--- src/rtl/secboot_pkg.sv ---
// -----------------------------------------------------------------------------
// secboot_pkg
// Shared definitions for the secure boot sequencer:
//   - boot_state_t : FSM state enum with fixed encodings (visible on boot_stage)
//   - FAIL_*       : fail_code values
//   - rotl1()      : rotate-left-by-one over a run-time width, used by the
//                    lane digest so the package stays width-agnostic
// -----------------------------------------------------------------------------
package secboot_pkg;

  typedef enum logic [2:0] {
    ST_IDLE  = 3'd0,
    ST_FETCH = 3'd1,
    ST_CHECK = 3'd2,
    ST_NEXT  = 3'd3,
    ST_DONE  = 3'd4,
    ST_ERROR = 3'd7
  } boot_state_t;

  localparam logic [1:0] FAIL_NONE     = 2'd0;
  localparam logic [1:0] FAIL_DIGEST   = 2'd1;
  localparam logic [1:0] FAIL_ROLLBACK = 2'd2;
  localparam logic [1:0] FAIL_TIMEOUT  = 2'd3;

  // Widest word rotl1 can handle; callers zero-extend into this width.
  localparam int unsigned ROT_MAX_W = 64;

  // Rotate the low w bits of x left by one; bits at and above w return 0.
  function automatic logic [ROT_MAX_W-1:0] rotl1(input logic [ROT_MAX_W-1:0] x,
                                                  input int unsigned          w);
    logic [ROT_MAX_W-1:0] r;
    r = (x << 1) | ((x >> (w - 1)) & ROT_MAX_W'(1));
    if (w < ROT_MAX_W) r = r & ((ROT_MAX_W'(1) << w) - ROT_MAX_W'(1));
    return r;
  endfunction

endpackage

--- src/rtl/secboot_lane_digest.sv ---
// -----------------------------------------------------------------------------
// secboot_lane_digest
// LANES parallel rotate-and-add accumulators. Each accepted word updates one
// lane: lane[word_idx] <= rotl1(lane[word_idx]) + word (mod 2^DATA_W).
// Ports:
//   clk, rst    : clock, synchronous active-high reset
//   clear       : zero all lanes (start of an image attempt)
//   word_valid  : word is accepted this cycle
//   word_idx    : target lane (word index modulo LANES)
//   word        : flash data word
//   digest      : all lanes, lane 0 in the LSBs
// -----------------------------------------------------------------------------
module secboot_lane_digest
  import secboot_pkg::*;
#(
  parameter  int DATA_W = 32,
  parameter  int LANES  = 8,
  localparam int IDX_W  = (LANES > 1) ? $clog2(LANES) : 1
) (
  input  logic                    clk,
  input  logic                    rst,
  input  logic                    clear,
  input  logic                    word_valid,
  input  logic [IDX_W-1:0]        word_idx,
  input  logic [DATA_W-1:0]       word,
  output logic [LANES*DATA_W-1:0] digest
);

  logic [DATA_W-1:0] lane_q [LANES];

  // NOTE: the lane array is a small register file, not a RAM, so it is reset
  // like any other flop; a defined zero digest after rst is observable state.
  // NOTE: sequential state is written only with <= so every lane samples the
  // pre-edge values regardless of statement order.
  always_ff @(posedge clk) begin
    if (rst || clear) begin
      for (int k = 0; k < LANES; k++) lane_q[k] <= '0;
    end else if (word_valid) begin
      lane_q[word_idx] <= DATA_W'(rotl1(ROT_MAX_W'(lane_q[word_idx]), DATA_W)) + word;
    end
  end

  for (genvar k = 0; k < LANES; k++) begin : g_digest
    assign digest[k*DATA_W +: DATA_W] = lane_q[k];
  end

endmodule

--- src/rtl/secure_boot_seq.sv ---
// -----------------------------------------------------------------------------
// secure_boot_seq
// Fetches NUM_IMG images of IMG_WORDS words from flash, folds each into a
// LANES-wide digest and compares it against the golden value. Mismatches are
// retried up to MAX_RETRY times; a stalled flash raises a timeout.
// Build option: SECBOOT_ANTI_ROLLBACK_EN enables the version (word 0) check
// against min_version and the new_min_version write-back.
// Ports:
//   clk, rst           : clock, synchronous active-high reset
//   start              : pulse, begins the sequence from IDLE
//   flash_req/addr     : read request (held until accepted) and byte address
//   flash_rdata/rvalid : read data; a word is taken when req && rvalid
//   exp_digest         : golden digests, image 0 / lane 0 in the LSBs
//   min_version        : fused minimum version per image
//   new_min_version    : version to program back into the fuses
//   img_verified       : per-image pass flags
//   boot_stage         : current FSM state encoding
//   busy, boot_ready   : in progress / all images verified
//   security_violation : sequence failed; cause in fail_code, image in fail_img
// -----------------------------------------------------------------------------
module secure_boot_seq
  import secboot_pkg::*;
#(
  parameter  int          DATA_W      = 32,
  parameter  int          NUM_IMG     = 2,
  parameter  int          IMG_WORDS   = 256,
  parameter  int          LANES       = 8,
  parameter  logic [31:0] IMG_BASE    = 32'h1000_0000,
  parameter  logic [31:0] IMG_STRIDE  = 32'h0000_1000,
  parameter  int          MAX_RETRY   = 2,
  parameter  int          TIMEOUT_CYC = 1024,
  localparam int          IMG_W       = (NUM_IMG > 1) ? $clog2(NUM_IMG) : 1
) (
  input  logic                            clk,
  input  logic                            rst,
  input  logic                            start,
  output logic                            flash_req,
  output logic [31:0]                     flash_addr,
  input  logic [DATA_W-1:0]               flash_rdata,
  input  logic                            flash_rvalid,
  input  logic [NUM_IMG*LANES*DATA_W-1:0] exp_digest,
  input  logic [NUM_IMG*DATA_W-1:0]       min_version,
  output logic [NUM_IMG*DATA_W-1:0]       new_min_version,
  output logic [NUM_IMG-1:0]              img_verified,
  output logic [2:0]                      boot_stage,
  output logic                            busy,
  output logic                            boot_ready,
  output logic                            security_violation,
  output logic [1:0]                      fail_code,
  output logic [IMG_W-1:0]                fail_img
);

  localparam int WORD_W  = (IMG_WORDS > 1) ? $clog2(IMG_WORDS) : 1;
  localparam int LANE_W  = (LANES > 1) ? $clog2(LANES) : 1;
  localparam int RETRY_W = (MAX_RETRY > 0) ? $clog2(MAX_RETRY + 1) : 1;
  localparam int TO_W    = $clog2(TIMEOUT_CYC + 1);
  localparam int DIG_W   = LANES * DATA_W;

  boot_state_t        state;
  logic [WORD_W-1:0]  word_q;
  logic [IMG_W-1:0]   img_q;
  logic [RETRY_W-1:0] retry_q;
  logic [TO_W-1:0]    to_q;

  logic               accept;
  logic               lane_clear;
  logic [LANE_W-1:0]  lane_idx;
  logic [DIG_W-1:0]   digest;
  logic [DIG_W-1:0]   img_golden;
  logic               digest_match;
  logic               last_word;
  logic               last_img;

  function automatic logic [31:0] addr_of(input logic [IMG_W-1:0]  i,
                                          input logic [WORD_W-1:0] w);
    return IMG_BASE + 32'(i) * IMG_STRIDE + 32'(w) * 32'(DATA_W / 8);
  endfunction

  // flash_req is only ever high in FETCH; gating on it drops stray rvalid.
  assign accept       = (state == ST_FETCH) && flash_req && flash_rvalid;
  // Lanes are zero whenever a new attempt can begin: IDLE, and the cycle
  // leaving CHECK/NEXT. CHECK still reads the old value before the edge.
  assign lane_clear   = (state == ST_IDLE) || (state == ST_CHECK) || (state == ST_NEXT);
  assign lane_idx     = (LANES > 1) ? word_q[LANE_W-1:0] : '0;
  assign img_golden   = exp_digest[int'(img_q)*DIG_W +: DIG_W];
  assign digest_match = (digest == img_golden);
  assign last_word    = (word_q == WORD_W'(IMG_WORDS - 1));
  assign last_img     = (img_q == IMG_W'(NUM_IMG - 1));
  assign boot_stage   = state;

  secboot_lane_digest #(
    .DATA_W (DATA_W),
    .LANES  (LANES)
  ) u_digest (
    .clk        (clk),
    .rst        (rst),
    .clear      (lane_clear),
    .word_valid (accept),
    .word_idx   (lane_idx),
    .word       (flash_rdata),
    .digest     (digest)
  );

`ifdef SECBOOT_ANTI_ROLLBACK_EN
  // Version word is only consumed by the rollback check.
  logic [DATA_W-1:0]         version_q;
  logic [NUM_IMG*DATA_W-1:0] new_min_q;
  logic [DATA_W-1:0]         cur_min;

  assign cur_min         = min_version[int'(img_q)*DATA_W +: DATA_W];
  assign new_min_version = new_min_q;
`else
  assign new_min_version = min_version;
`endif

  always_ff @(posedge clk) begin
    if (rst) begin
      state              <= ST_IDLE;
      word_q             <= '0;
      img_q              <= '0;
      retry_q            <= '0;
      to_q               <= '0;
      flash_req          <= 1'b0;
      flash_addr         <= '0;
      img_verified       <= '0;
      busy               <= 1'b0;
      boot_ready         <= 1'b0;
      security_violation <= 1'b0;
      fail_code          <= FAIL_NONE;
      fail_img           <= '0;
`ifdef SECBOOT_ANTI_ROLLBACK_EN
      version_q          <= '0;
      new_min_q          <= min_version;
`endif
    end else begin
      case (state)
        ST_IDLE: begin
          if (start) begin
            state      <= ST_FETCH;
            busy       <= 1'b1;
            word_q     <= '0;
            img_q      <= '0;
            retry_q    <= '0;
            to_q       <= '0;
            flash_req  <= 1'b1;
            flash_addr <= addr_of('0, '0);
          end
        end

        ST_FETCH: begin
          if (accept) begin
            to_q <= '0;
`ifdef SECBOOT_ANTI_ROLLBACK_EN
            if (word_q == '0) version_q <= flash_rdata;
`endif
            if (last_word) begin
              flash_req <= 1'b0;
              state     <= ST_CHECK;
            end else begin
              word_q     <= word_q + 1'b1;
              flash_addr <= addr_of(img_q, word_q + 1'b1);
            end
          end else if (to_q == TO_W'(TIMEOUT_CYC - 1)) begin
            state              <= ST_ERROR;
            flash_req          <= 1'b0;
            busy               <= 1'b0;
            security_violation <= 1'b1;
            img_verified       <= '0;
            fail_code          <= FAIL_TIMEOUT;
            fail_img           <= img_q;
          end else begin
            to_q <= to_q + 1'b1;
          end
        end

        ST_CHECK: begin
`ifdef SECBOOT_ANTI_ROLLBACK_EN
          // A rolled-back image fails outright, whatever its digest.
          if (version_q < cur_min) begin
            state              <= ST_ERROR;
            busy               <= 1'b0;
            security_violation <= 1'b1;
            img_verified       <= '0;
            fail_code          <= FAIL_ROLLBACK;
            fail_img           <= img_q;
          end else
`endif
          if (digest_match) begin
            img_verified[img_q] <= 1'b1;
`ifdef SECBOOT_ANTI_ROLLBACK_EN
            new_min_q[int'(img_q)*DATA_W +: DATA_W] <= (version_q > cur_min) ? version_q : cur_min;
`endif
            state <= ST_NEXT;
          end else if (retry_q < RETRY_W'(MAX_RETRY)) begin
            retry_q    <= retry_q + 1'b1;
            word_q     <= '0;
            to_q       <= '0;
            flash_req  <= 1'b1;
            flash_addr <= addr_of(img_q, '0);
            state      <= ST_FETCH;
          end else begin
            state              <= ST_ERROR;
            busy               <= 1'b0;
            security_violation <= 1'b1;
            img_verified       <= '0;
            fail_code          <= FAIL_DIGEST;
            fail_img           <= img_q;
          end
        end

        ST_NEXT: begin
          if (last_img) begin
            state      <= ST_DONE;
            busy       <= 1'b0;
            boot_ready <= 1'b1;
          end else begin
            img_q      <= img_q + 1'b1;
            retry_q    <= '0;
            word_q     <= '0;
            to_q       <= '0;
            flash_req  <= 1'b1;
            flash_addr <= addr_of(img_q + 1'b1, '0);
            state      <= ST_FETCH;
          end
        end

        // DONE and ERROR are terminal until rst; start is ignored.
        ST_DONE, ST_ERROR: ;

        // Unused encodings fail closed.
        default: begin
          state              <= ST_ERROR;
          flash_req          <= 1'b0;
          busy               <= 1'b0;
          boot_ready         <= 1'b0;
          security_violation <= 1'b1;
          img_verified       <= '0;
        end
      endcase
    end
  end

endmodule

--- config.mk ---
export PLATFORM = sky130hd
export DESIGN_NAME = secure_boot_seq
export DESIGN_NICKNAME = d
export VERILOG_FILES = /design/src/rtl/secboot_pkg.sv /design/src/rtl/secboot_lane_digest.sv /design/src/rtl/secure_boot_seq.sv
export SDC_FILE = /design/constraint.sdc
export NUM_CORES = 1
export LEC_CHECK = 0
export CORE_AREA = 2 2 277 279
export CTS_BUF_LIST = sky130_fd_sc_hd__clkbuf_16
export CTS_CLUSTER_SIZE = 16
export DETAILED_ROUTE_END_ITERATION = 16
export DIE_AREA = 0 0 279 281
export PLACE_DENSITY = 0.53
export SLEW_MARGIN = 20
export SYNTH_ARGS = -nofsm -noshare
export SYNTH_HDL_FRONTEND = slang
export SYNTH_SLANG_ARGS = --single-unit
--- constraint.sdc ---
create_clock -name clk -period 7.1 [get_ports clk]
set_input_delay 0.71 -clock clk [delete_from_list [all_inputs] [get_ports clk]]
set_output_delay 0.71 -clock clk [all_outputs]
set_load 0.05 [all_outputs]
==> results by group <==
STA
  – Slew @ Worst Pin: approximately 1300 ps
  – Final hold violations: 0
  – Setup TNS: 0 ps
  – Final max-slew violation count: 0
  – Relative slew slack: roughly 14%
  – RSZ-0062 raised after global routing: no
  – Clk_skew: roughly 31 ps
  – Fmax: around 150 MHz
  – Final min period: ~6500 ps
  – Final setup viols: 0
  – Period utilization: between 90% and 100%

Critical path
  – R2R depth: 15
  – Critical path startpoint category: register
  – Data arrival time of the worst path: ~6900 ps
  – Worst reg2reg path endpoint: flash_addr[4]$_SDFFE_PP0P_
  – Worst setup EP type: register
  – Worst R2R Setup Slack: between 600 and 700 ps
  – Reg2reg start: img_q$_SDFFE_PP0P_
  – CP max FO: 47
  – Critical Path RT: approximately 7500 ps
  – Kind of critical path: reg -> reg

Global routing
  – Global-route wire length before repair: ~130000 um
  – Initial antenna violation count: 8
  – Total gr overflow: 0
  – GRT Resource Usage Total: between 20 and 25%
  – Number of global-route vias before repair: between 15000 and 20000
  – Largest net degree at the start of global routing: 48

Drt
  – Routed WL per cell: roughly 30 um
  – Post-route ant nets: 0
  – Final wirelength: roughly 100000 um
  – # DRC: 0
  – DRT iter0 DRCs: roughly 1800
  – Detailed Routing Iterations Pass 1: 5
  – Vias: between 15000 and 20000
  – Vias per Instance: 5.20

Final layout
  – Final core occ: 37.2%
  – Sequential Area: approximately 0.0086 sq mm
  – Layout cells sized above 1: between 8 and 9%
  – Syn-to-layout area delta: 36.1%
  – Area occupied by multi-input gates: 0.0109 sq mm
  – Final Cell Area: 0.0281 sq mm
  – Final cell count without fillers: approximately 3400
  – Filler cell count: roughly 7400
  – Number of nets in the layout: approximately 3000

Floorplan
  – IO Count: 720
  – # rows: 101
  – Die X: about 280 um
  – Die area: 0.0784 sq mm
  – Initial Util: ~27%
  – Die height: ~280 um
  – Core footprint: 0.0754 sq mm

Yosys
  – Post-synthesis sequential area ratio: roughly two fifths
  – Post-synthesis async set-or-reset flop share: 0%
  – Syn Area/Cell: around 11 sq um
  – Mapped cell area: 0.0206 sq mm
  – Seq cells post-synth: 303
  – Distinct cells, synth: 58
  – Syn. warnings: 0
  – Number of flops mapped to enable cells by yosys: about 260
  – Cells after Synth: around 1900
  – Top FF cell, synth: edfxtp_1

Place
  – Dpl cells: about 3300
  – Area post-placement: between 0.02 and 0.03 sq mm
  – Post-DP HPWL: between 70000 and 80000 um
  – Gp weighted congestion: between 0.9 and 1
  – Port Buffers: approximately 570

Clock network
  – Clk Latency, worst-skew pair: roughly 570 ps
  – Inserted Clock Buffers: 37
  – Max Root-Sink Buffers: 3
  – Clock sink count: around 300
  – Htree depth: 2
  – Clk root buf: clkbuf_16
  – Postcts setup bufs: 0
  – Post-cts hold buffer count: 0
  – Clk slew on worst S/H paths: approximately 60 ps
  – Post-CTS sizing: 0
  – CTS tree: done

Power
  – Worst IR drop on VDD: approximately 0.00015 V
  – Pleak: around 0.0095 uW
  – Pwr Density: 320 mW/mm^2

Run status
  – Status: complete, no violations

Hold path
  – Hold Path Sink: fail_code[0]$_SDFFE_PP0P_
  – Hold path depth: 2
  – Hold Path Class: reg -> reg
  – Hold path start: fail_code[0]$_SDFFE_PP0P_

Job
  – Max-cap violations: 0
[report_power, final]
| part | leakage (uW) | internal (uW) | switching [uW] | total, uW |
|---|---|---|---|---|
| clock network | 0.000626 | 1140 | 812 | 1960 |
| logic | 0.00552 | 1490 | 2350 | 3850 |
| registers | 0.00333 | 2630 | 555 | 3180 |
| total | 0.00947 | 5260 | 3720 | 8980 |
[state kept, by name (all words and copies together) (netlist names), 2 cells and up, named ones only]
signal and count:
flash_addr 10, u_digest.lane_q 256, img_verified 2, boot_stage 3, retry_q 2, to_q 11
fail_code 2, word_q 8
[logic make-up after synthesis]
kind of cell             share of synthesized area (%)
AO/OA/AOI/OAI                                     4.75
buffers and inverters                             5.87
flip-flops                                        41.8
multiplexers                                      21.3
AND/OR/NAND/NOR                                   11.8
XOR/XNOR                                          12.4
adder cells (fa/ha/maj)                           2.10
other                                           0.0182
[layout make-up]
class / count / share of cell area [%]
multi-input cells: 1396 / 38.7
flip-flops and latches: 303 / 30.8
repair buffers: 608 / 21.5
well taps: 978 / 4.36
clock buffers: 39 / 3.48
clock inverters: 27 / 0.883
inverters: 19 / 0.254
diodes: 4 / 0.0357
[critical path, stage by stage, from the launching register on]
cell	delay (ps)
dfxtp_4	890
buf_12	330
buf_12	320
buf_4	400
mux2i_1	440
xnor2_1	220
nor4_1	640
nand4_1	370
nor4_1	830
nand4_1	420
buf_4	300
a31oi_1	170
buf_4	200
a31o_2	430
or3_1	200
a21oi_1	70
[per-stage QoR]
step	power [uW]	setup slack, ps	hold WS (ps)
detailed placement	7000	788	444
finish	8980	615	446
CTS	8960	773	454
floorplan	5360	2560	441
global placement	6990	768	434
global route	9310	491	481
[layout by cell type, fill, tap and decap left out, types with 12 or more instances in the layout]
master           count
a21o_1              12
a21oi_1             73
and3_1              18
buf_4               36
clkbuf_16           39
clkdlybuf4s50_1    569
conb_1              22
dfxtp_1             43
edfxtp_1           256
ha_1                33
inv_1               24
mux2_2              30
mux2i_1            261
mux4_2              64
nand2_1             48
nand3_1             13
nand4_1             20
nor2_1             292
nor3_1              32
nor4_1              70
o21ai_0             30
xnor2_1            274
xor2_1              17
[Yosys cell counts, types with 18 or more instances]
cell type	instances	share of area, %
nor2_1	292	5.3
xnor2_1	274	12
mux2i_1	261	13
edfxtp_1	256	37
buf_4	90	3.3
a21oi_1	73	1.8
nor4_1	70	2.1
mux4_2	64	7.0
clkbuf_1	50	0.91
nand2_1	50	0.91
dfxtp_1	47	4.6
ha_1	33	2.0
nor3_1	32	0.78
mux2_2	30	1.6
o21ai_0	30	0.73
nand4_1	20	0.61
and3_1	18	0.55
inv_1	18	0.33
[how the worst max path moves through the flow]
stage                             from                                   end  cells past startpoint
detailed placement  img_q$_SDFFE_PP0P_            flash_addr[4]$_SDFFE_PP0P_                     15
CTS                 img_q$_SDFFE_PP0P_            flash_addr[4]$_SDFFE_PP0P_                     15
floorplan                     register  u_digest.lane_q[0][16]$_SDFFCE_PN0P_                     17
global placement    img_q$_SDFFE_PP0P_                              register                     15
finish              img_q$_SDFFE_PP0P_            flash_addr[4]$_SDFFE_PP0P_                     15
global route        img_q$_SDFFE_PP0P_                word_q[6]$_SDFFE_PP0P_                     15
[metal layers]
metal	vias to the layer above	wire length [um]	track usage (%)
met5	-	48	0
met4	8	4160	9.57
met3	174	10400	7.13
met2	1114	47400	40.5
met1	8557	38700	30.5
li1	7707	-	-
(Power assumes the default switching activity.)
